`config.mk`:
```
export PLATFORM = sky130hd
export DESIGN_NAME = mutex_monitor
export DESIGN_NICKNAME = d
export VERILOG_FILES = /design/src/rtl/mutex_monitor.sv
export SDC_FILE = /design/constraint.sdc
export NUM_CORES = 1
export LEC_CHECK = 0
export ABC_AREA = 1
export CAP_MARGIN = 20
export CORE_AREA = 3 3 51 100
export DETAILED_ROUTE_END_ITERATION = 6
export DIE_AREA = 0 0 54 103
export HOLD_SLACK_MARGIN = 0.12
export PLACE_DENSITY = 0.68
export SYNTH_ARGS = -nofsm -noshare
export SYNTH_HDL_FRONTEND = slang
export SYNTH_SLANG_ARGS = --single-unit
```
`constraint.sdc`:
```
create_clock -name clk -period 4.6 [get_ports clk]
set_input_delay 0.69 -clock clk [delete_from_list [all_inputs] [get_ports clk]]
set_output_delay 0.69 -clock clk [all_outputs]
set_load 0.05 [all_outputs]
```
`src/rtl/mutex_monitor.sv`:
```
// N-channel mutual-exclusion checker: flags overlap, absence (EXACT mode) and
// over-long single-channel hold, with sticky flag, saturating count and first-vector capture.
module mutex_monitor #(
    parameter int N        = 4,
    parameter int CNT_W    = 16,
    parameter int MAX_HOLD = 8,
    parameter bit EXACT    = 1'b0,
    parameter bit ASSERT_ON = 1'b1
) (
    input  logic             clk,
    input  logic             rst,
    input  logic             en,
    input  logic             clr,
    input  logic [N-1:0]     req,
    output logic             viol,
    output logic [1:0]       viol_code,
    output logic             viol_sticky,
    output logic [CNT_W-1:0] viol_count,
    output logic [N-1:0]     first_vec
);

    // state   | meaning
    // IDLE    | en low, samples ignored, hold counter cleared
    // MONITOR | checking samples, no violation since clr/rst
    // LATCHED | checking samples, first violation captured
    typedef enum logic [1:0] {
        IDLE    = 2'd0,
        MONITOR = 2'd1,
        LATCHED = 2'd2
    } state_t;

    localparam int HW = (MAX_HOLD < 1) ? 1 : $clog2(MAX_HOLD + 2);
    localparam logic [HW-1:0]    HOLD_LIM = HW'(MAX_HOLD + 1);
    localparam logic [HW-1:0]    HOLD_ONE = HW'(1);
    localparam logic [CNT_W-1:0] CNT_ONE  = CNT_W'(1);

    localparam logic [1:0] CODE_NONE    = 2'b00;
    localparam logic [1:0] CODE_OVERLAP = 2'b01;
    localparam logic [1:0] CODE_ABSENCE = 2'b10;
    localparam logic [1:0] CODE_HOLD    = 2'b11;

    state_t           r_state;
    state_t           w_state_nxt;
    logic [HW-1:0]    r_hold_cnt;
    logic [N-1:0]     r_prev;
    logic             r_viol;
    logic [1:0]       r_code;
    logic             r_sticky;
    logic [CNT_W-1:0] r_count;
    logic [N-1:0]     r_first_vec;

    logic             w_overlap;
    logic             w_absent;
    logic             w_onehot;
    logic [HW-1:0]    w_hold_nxt;
    logic             w_hold_hit;

    logic             w_viol_d;
    logic [1:0]       w_code_d;
    logic             w_sticky_d;
    logic [CNT_W-1:0] w_count_d;
    logic [N-1:0]     w_first_vec_d;
    logic [HW-1:0]    w_hold_d;
    logic [N-1:0]     w_prev_d;

    assign w_overlap = ($countones(req) > 1);
    assign w_onehot  = ($countones(req) == 1);
    assign w_absent  = EXACT && (req == '0);

    // Hold counter saturates at the limit so the hold violation fires only on arrival.
    always_comb begin
        w_hold_nxt = '0;
        if (w_onehot) begin
            if ((req == r_prev) && (r_hold_cnt != '0))
                w_hold_nxt = (r_hold_cnt == HOLD_LIM) ? HOLD_LIM : r_hold_cnt + HOLD_ONE;
            else
                w_hold_nxt = HOLD_ONE;
        end
    end

    assign w_hold_hit = (MAX_HOLD != 0) && (w_hold_nxt == HOLD_LIM) && (r_hold_cnt != HOLD_LIM);

    always_ff @(posedge clk) begin
        if (rst) r_state <= IDLE;
        else     r_state <= w_state_nxt;
    end

    always_comb begin
        w_state_nxt = r_state;
        if (!en) begin
            w_state_nxt = IDLE;
        end else begin
            case (r_state)
                IDLE:    w_state_nxt = MONITOR;
                MONITOR: if (w_viol_d) w_state_nxt = LATCHED;
                LATCHED: if (clr) w_state_nxt = MONITOR;
                default: w_state_nxt = IDLE;
            endcase
        end
    end

    always_comb begin
        w_viol_d      = 1'b0;
        w_code_d      = CODE_NONE;
        w_sticky_d    = r_sticky;
        w_count_d     = r_count;
        w_first_vec_d = r_first_vec;
        w_hold_d      = r_hold_cnt;
        w_prev_d      = r_prev;
        if (clr) begin
            w_sticky_d    = 1'b0;
            w_count_d     = '0;
            w_first_vec_d = '0;
            w_hold_d      = '0;
            w_prev_d      = '0;
        end else if (!en) begin
            w_hold_d = '0;
        end else begin
            w_prev_d = req;
            w_hold_d = w_hold_nxt;
            if (w_overlap) begin
                w_viol_d = 1'b1;
                w_code_d = CODE_OVERLAP;
            end else if (w_absent) begin
                w_viol_d = 1'b1;
                w_code_d = CODE_ABSENCE;
            end else if (w_hold_hit) begin
                w_viol_d = 1'b1;
                w_code_d = CODE_HOLD;
            end
            if (w_viol_d) begin
                if (r_count != '1) w_count_d = r_count + CNT_ONE;
                if (!r_sticky) begin
                    w_sticky_d    = 1'b1;
                    w_first_vec_d = req;
                end
            end
        end
    end

    always_ff @(posedge clk) begin
        if (rst) begin
            r_viol      <= 1'b0;
            r_code      <= CODE_NONE;
            r_sticky    <= 1'b0;
            r_count     <= '0;
            r_first_vec <= '0;
            r_hold_cnt  <= '0;
            r_prev      <= '0;
        end else begin
            r_viol      <= w_viol_d;
            r_code      <= w_code_d;
            r_sticky    <= w_sticky_d;
            r_count     <= w_count_d;
            r_first_vec <= w_first_vec_d;
            r_hold_cnt  <= w_hold_d;
            r_prev      <= w_prev_d;
        end
    end

    assign viol        = r_viol;
    assign viol_code   = r_code;
    assign viol_sticky = r_sticky;
    assign viol_count  = r_count;
    assign first_vec   = r_first_vec;

`ifndef SYNTHESIS
    generate
        if (ASSERT_ON) begin : g_assert
            a_no_overlap: assert property (@(posedge clk) disable iff (rst || !en)
                ($countones(req) <= 1))
                else $error("mutex_monitor: overlapping req %b", req);
        end
    endgenerate
`endif

endmodule

```
# Yosys cells after proc, flatten, opt, wreduce, memory -nomap -nowiden
# Index checks and enable logic that the tools add are counted.
[op_classes] n_addsub=5 order_cmp=1 n_eq_ne=6 muxes=9 bitwise=2 n_reduce_logical=9
[ops] op="greater-than comparator 32 x 2 -> 1 bit (second input constant)" n=1
[ops] op="adder 16 x 1 -> 16 bit (second input constant)" n=1
[ops] op="!= test 16 bit (second input constant)" n=1
[ops] op="2-to-1 mux 4 bit" n=3
[ops] op="== test 4 bit (second input constant)" n=2
[ops] op="AND reduction 3 bit" n=2
[ops] op="2-to-1 mux 1 bit" n=5
[ops] op="adder 1 x 1 -> 2 bit" n=2
[ops] op="adder 4 x 1 -> 4 bit (second input constant)" n=1
[ops] op="== test 4 bit" n=1
[ops] op="!= test 4 bit (second input constant)" n=1
[ops] op="nonzero test 4 bit" n=1
[ops] op="OR reduction 4 bit" n=1
[ops] op="adder 2 x 2 -> 3 bit" n=1
[ops] op="== test 3 x 1 -> 1 bit (second input constant)" n=1
[ops] op="OR reduction 3 bit" n=1
[ops] op="logical AND 1 bit" n=2
[ops] op="2-to-1 mux 2 bit" n=1
[ops] op="NOT 1 bit" n=2
[ops] op="AND reduction 2 bit" n=1
[ops] op="OR reduction 2 bit" n=1
[word_totals] register_bits=32 in_bits=8 out_inout_bits=24 wordCells=40

# Depth between registers and ports, before layout
[logic_depth] depth_word=11 ltp_mapped=18 ltp_nobuf=17

# Worst setup path after synthesis
# OpenSTA, ideal clock, no wires.
[synth_path] path_type="input to register" start="input port req[0]" end="register r_count[8] (netlist: viol_count[8])" setup_ns=0.110 arrival_ns=2.727 required_ns=4.490 path_slack_ns=1.763 path_stages=17 n_path_buf=1 path_cell_list="inv_2 fa_1 inv_1 ha_1 inv_1 ha_1 inv_1 nand3_1 inv_1 nand2_1 nor2_2 nand4_2 nand2_4 buf_4 nand4_1 nand2_1 inv_1"
[synth_between] elab_chain_cells=11 elab_cells_between_ends=15 classes_between="add/sub (2); order compare (1); eq/ne (3); mux (6); reduce/logical (3)"
[synth_rtl] item="start, declared" line_no="14" text="input logic [N-1:0] req,"
[synth_rtl] item="branches (longest 7 deep; another with greater-than comparator 32 x 2 -> 1 bit)"
[synth_rtl] item="2-to-1 mux 1 bit *" line_no="121" text="if (w_overlap) begin"
[synth_rtl] item="2-to-1 mux 1 bit *" line_no="116" text="end else if (!en) begin"
[synth_rtl] item="2-to-1 mux 1 bit *" line_no="110" text="if (clr) begin"
[synth_rtl] item="AND reduction 3 bit (no source line) *"
[synth_rtl] item="end signal, assigned" line_no="154" text="r_count <= w_count_d;"
[synth_rtl] item="end, declared" line_no="49" text="logic [CNT_W-1:0] r_count;"
# Mark *: on every way between the ends. The select of a mux whose other input is x is not followed.
# A chain may end at the register's enable or synchronous reset.

# Final worst setup path
[layout_path] start="input port req[0]" end="register r_first_vec[3] (netlist: first_vec[3])"
[layout_between] elab_chain_cells=11 elab_cells_between_ends=15 classes_between="add/sub (2); order compare (1); eq/ne (3); mux (6); reduce/logical (3)"
[layout_rtl] item="branches (longest 7 deep; another with greater-than comparator 32 x 2 -> 1 bit)"
[layout_rtl] item="2-to-1 mux 1 bit *" line_no="121"
[layout_rtl] item="2-to-1 mux 1 bit *" line_no="116"
[layout_rtl] item="2-to-1 mux 1 bit *" line_no="110"
[layout_rtl] item="AND reduction 3 bit (no source line) *"
[layout_rtl] item="end signal, assigned" line_no="155" text="r_first_vec <= w_first_vec_d;"
[layout_rtl] item="end, declared" line_no="50" text="logic [N-1:0] r_first_vec;"
# Marks and branches as above.

==> flow_results.xml <==
<?xml version="1.0" encoding="UTF-8"?>
<metrics>
  <group name="timing">
    <metric name="timing_max_transition_violations_final" unit="">0</metric>
    <metric name="timing.setup.tns" unit="ns">0</metric>
    <metric name="rsz0062_at_grt" unit="">false</metric>
    <metric name="finalHoldViolCount" unit="">0</metric>
    <metric name="maxSlewHeadroom" unit="%">47.2</metric>
    <metric name="period_utilisation_layout" unit="%">75.6</metric>
    <metric name="fin_worst_hold_slack" unit="ns">0.512</metric>
    <metric name="transition_time_at_the_pin_with_the_least_slew_margin" unit="ns">0.790</metric>
    <metric name="setup_violations" unit="">0</metric>
    <metric name="fin_worst_skew" unit="ns">0.00636</metric>
    <metric name="final_period_minus_worst_setup_slack" unit="ns">3.48</metric>
    <metric name="maxClockFrequency" unit="MHz">288</metric>
  </group>
  <group name="floorplan">
    <metric name="io_pins" unit="">32</metric>
    <metric name="dieArea" unit="sq um">5560</metric>
    <metric name="die_x" unit="microns">54</metric>
    <metric name="die_height" unit="microns">103</metric>
    <metric name="placeableCoreArea" unit="sq um">4380</metric>
    <metric name="initial_utilization" unit="%">44.6</metric>
    <metric name="num_rows" unit="">34</metric>
  </group>
  <group name="power">
    <metric name="clock_power_share" unit="%">40.1</metric>
    <metric name="vdd_drop_max" unit="mV">0.293</metric>
    <metric name="power_frac_seq" unit="%">39.9</metric>
    <metric name="post-layout-total-power" unit="mW">0.708</metric>
    <metric name="power_density" unit="nW/um^2">297</metric>
    <metric name="net-switching-power" unit="mW">0.215</metric>
    <metric name="pwr-share-comb" unit="%">20.0</metric>
    <metric name="power_leakage" unit="nW">1.02</metric>
    <metric name="sw_share" unit="%">30.3</metric>
    <metric name="internal-power" unit="mW">0.494</metric>
  </group>
  <group name="clocking">
    <metric name="cts.root.buffer_cell" unit="">sky130_fd_sc_hd__clkbuf_8</metric>
    <metric name="tritoncts.num_buffers" unit="">5</metric>
    <metric name="clock_insertion_delay_worst_skew" unit="ns">0.29</metric>
    <metric name="clock_sink_count" unit="">31</metric>
    <metric name="cts-root-to-sink-buffers" unit="">2</metric>
    <metric name="tritoncts" unit="">built</metric>
    <metric name="path_clk_slew" unit="ns">0.07</metric>
    <metric name="cts_setup_buffers" unit="">0</metric>
    <metric name="clock_tree.htree_level_count" unit="">2</metric>
    <metric name="cts_hold_buf" unit="">0</metric>
    <metric name="cts_resized" unit="">0</metric>
  </group>
  <group name="global_route">
    <metric name="maximum_number_of_pins_on_one_net_before_global_route_repair" unit="">37</metric>
    <metric name="number_of_global_route_vias_before_repair" unit="">1734</metric>
    <metric name="grt_pass1_wl" unit="mm">7.24</metric>
    <metric name="globalRouteOverflowTotal" unit="">0</metric>
    <metric name="overall_routing_resource_usage" unit="%">17.7</metric>
    <metric name="antenna_found_initial" unit="">0</metric>
  </group>
  <group name="placement">
    <metric name="hpwl" unit="mm">3.34</metric>
    <metric name="placement.cell_area" unit="sq um">2270</metric>
    <metric name="finalWeightedCongestion" unit="">0.878</metric>
    <metric name="buffer_ports.inserted" unit="">31</metric>
    <metric name="dp.cells" unit="">379</metric>
  </group>
  <group name="worst_setup_path">
    <metric name="crit_path_max_incr_delay" unit="ns">0.53</metric>
    <metric name="cp_top_delay_family" unit="">simple AND/OR/NAND/NOR gates</metric>
    <metric name="worstSetupPathType" unit="">in2reg</metric>
    <metric name="crit_path_top_delay_cell" unit="">sky130_fd_sc_hd__fa_1</metric>
    <metric name="critical_path_start_type" unit="">input pin</metric>
    <metric name="combined_buffer_and_inverter_count_along_the_critical_path" unit="">7</metric>
    <metric name="timing.critical_path.to_type" unit="">flop</metric>
    <metric name="timing.critical_path.required" unit="ns">4.82</metric>
    <metric name="critical-path-top-cell-by-count" unit="">sky130_fd_sc_hd__inv_1</metric>
    <metric name="worstPathCellList" unit="">clkdlybuf4s50_1 -&gt; inv_2 -&gt; fa_1 -&gt; inv_1 -&gt; ha_1 -&gt; inv_1 -&gt; ha_1 -&gt; inv_1 -&gt; nand3_1 -&gt; inv_1 -&gt; nand2_1 -&gt; nor2_2 -&gt; nand4_2 -&gt; nand2_4 -&gt; nand3_1 -&gt; nand2_1 -&gt; inv_1 -&gt; nor2_1</metric>
    <metric name="timing_startpoint_of_the_critical_path" unit="">req[0]</metric>
    <metric name="r2r_start" unit="">r_hold_cnt[0]$_SDFF_PP0_</metric>
    <metric name="cp.arrival" unit="ns">3.70</metric>
    <metric name="critical_path_peak_fanout" unit="">36</metric>
  </group>
  <group name="synthesis">
    <metric name="count_of_flip_flops_with_a_built_in_enable_after_synthesis" unit="">0</metric>
    <metric name="synth.top_cells.by_count" unit="">sky130_fd_sc_hd__inv_1 (68), sky130_fd_sc_hd__nand2_1 (67), sky130_fd_sc_hd__nor2_1 (41)</metric>
    <metric name="synth_seq_cells" unit="">31</metric>
    <metric name="ys_warn_count" unit="">0</metric>
    <metric name="post_synth_inst_count" unit="">304</metric>
    <metric name="most_frequent_cell_after_synthesis" unit="">sky130_fd_sc_hd__inv_1</metric>
    <metric name="yosys.area.top_type_share" unit="%">31.8</metric>
    <metric name="synth-seq-area-share" unit="%">31.8</metric>
    <metric name="postSynth.topFlopCell" unit="">sky130_fd_sc_hd__dfxtp_1</metric>
    <metric name="synth_largest_area_cell" unit="">sky130_fd_sc_hd__dfxtp_1</metric>
    <metric name="ys_async_sr_fraction" unit="%">0</metric>
    <metric name="ys_top_cells_by_area" unit="">sky130_fd_sc_hd__dfxtp_1 (32%), sky130_fd_sc_hd__inv_1 (13%), sky130_fd_sc_hd__nand2_1 (13%)</metric>
    <metric name="synth_unique_cells" unit="">26</metric>
    <metric name="post_synth_instance_area" unit="sq um">1950</metric>
    <metric name="avgSynthCellArea" unit="sq um">6.42</metric>
    <metric name="mappedNetlistNets" unit="">320</metric>
  </group>
  <group name="final_layout">
    <metric name="final_layout_size_suffix_gt1_share" unit="%">7.51</metric>
    <metric name="nets" unit="">348</metric>
    <metric name="post_layout_instance_count_excluding_filler_cells" unit="">387</metric>
    <metric name="area_growth" unit="%">22.0</metric>
    <metric name="design_area" unit="sq um">2380</metric>
    <metric name="total_inserted_antenna_cells" unit="">0</metric>
  </group>
  <group name="worst_hold_path">
    <metric name="hold_path_class" unit="">reg2reg</metric>
    <metric name="worstHoldStart" unit="">first_vec[2]$_SDFFE_PP0P_</metric>
  </group>
  <group name="detailed_routing">
    <metric name="via_per_inst" unit="">4.86</metric>
    <metric name="met1Wirelength" unit="mm">1.71</metric>
    <metric name="drc_errors" unit="">0</metric>
    <metric name="dr_wl_met2" unit="mm">2.51</metric>
    <metric name="totalWireLength" unit="mm">4.52</metric>
    <metric name="via_total_after_detailed_routing" unit="">1879</metric>
    <metric name="drt_first_pass_iters" unit="">4</metric>
    <metric name="detailroute.wirelength.met3" unit="microns">189</metric>
    <metric name="top_layer" unit="">met4</metric>
    <metric name="ant_nets" unit="">0</metric>
    <metric name="routedWlPerCell" unit="microns">11.7</metric>
    <metric name="first_iter_violations" unit="">32</metric>
  </group>
  <group name="status">
    <metric name="status" unit="">finished clean</metric>
  </group>
  <group name="job">
    <metric name="cap_violations" unit="">0</metric>
  </group>
</metrics>
[cell families after synthesis]
group	count (synthesis)	share of synthesized area, %
and+or+nand+nor	167	40.4
AOI/OAI and AO/OA	13	3.40
adders and majority gates	8	5.51
DFF	31	31.8
buffers and inverters	82	17.6
xor gates and xnor gates	3	1.35
[power by group through the flow]
| stage | clock [mW] | sequential (mW) | combinational [mW] |
|---|---|---|---|
| CTS | 0.291 | 0.282 | 0.143 |
| global placement | 0 | 0.288 | 0.141 |
| global route | 0.302 | 0.284 | 0.158 |
| finish | 0.284 | 0.282 | 0.142 |
| floorplan | 0 | 0.307 | 0.104 |
| detailed placement | 0 | 0.289 | 0.142 |
[sequential cells by signal, summed over array words and instances, names as in the netlist]
register	flops
first_vec	4
r_hold_cnt	4
r_prev	4
viol	1
viol_code	1
viol_count	16
viol_sticky	1
[path summary, 6_finish.rpt]
check                                                 end  slack, ns  depth (start not counted)
worst min-delay path            first_vec[2]$_SDFFE_PP0P_       0.51                          4
worst max-delay path            first_vec[3]$_SDFFE_PP0P_       1.12                         18
worst max register to register  first_vec[3]$_SDFFE_PP0P_       2.44                         13
worst min register to register  first_vec[2]$_SDFFE_PP0P_       0.51                          4
[cell usage in the layout (no fill, tap or decap), types with 2 or more instances in the layout]
cell type                         netlist  final
sky130_fd_sc_hd__nand4_1               25     25
sky130_fd_sc_hd__clkbuf_8               0      6
sky130_fd_sc_hd__inv_2                  2      2
sky130_fd_sc_hd__nor2_2                 2      2
sky130_fd_sc_hd__nand3_2                8      8
sky130_fd_sc_hd__nor3_1                 4      4
sky130_fd_sc_hd__clkdlybuf4s50_1        0     31
sky130_fd_sc_hd__nand2_1               67     67
sky130_fd_sc_hd__o21ai_0                5      5
sky130_fd_sc_hd__xnor2_1                2      2
sky130_fd_sc_hd__ha_1                   7      7
sky130_fd_sc_hd__nand3_1               17     17
sky130_fd_sc_hd__dfxtp_1               31     31
sky130_fd_sc_hd__nor2_1                41     41
sky130_fd_sc_hd__buf_4                  4      2
sky130_fd_sc_hd__inv_1                 68     68
sky130_fd_sc_hd__a21oi_1                5      5
sky130_fd_sc_hd__o21ai_1                2      2
[final cells by class]
cell class | count | area, sq um
fillers | 438 | 2000
multi-input cells | 191 | 990
flip-flops and latches | 31 | 621
repair buffers | 33 | 325
inverters | 70 | 263
clock buffers | 6 | 82.6
well taps | 54 | 67.6
clock inverters | 2 | 35.0
[metrics by stage]
stage                     util [%]  setup WS [ns]
after CTS                     54.4           1.10
after global routing          54.4          0.757
after floorplan                  -           1.76
after global placement        51.7          0.909
after detailed placement      51.7          0.813
final                         54.4           1.12
[per-layer routing]
| metal | track usage, % | vias up |
|---|---|---|
| met5 | 0 | - |
| li1 | - | 987 |
| met4 | 9.21 | 0 |
| met1 | 17.3 | 837 |
| met3 | 3.62 | 9 |
| met2 | 32.9 | 46 |
[tightest hold or removal path, delay by kind of cell, from the launching register on]
family | cells | cell delay, ns
DFF | 1 | 0.31
buffers and inverters | 2 | 0.09
and+or+nand+nor | 2 | 0.07
No activity file was read; power rests on OpenSTA's default activity.
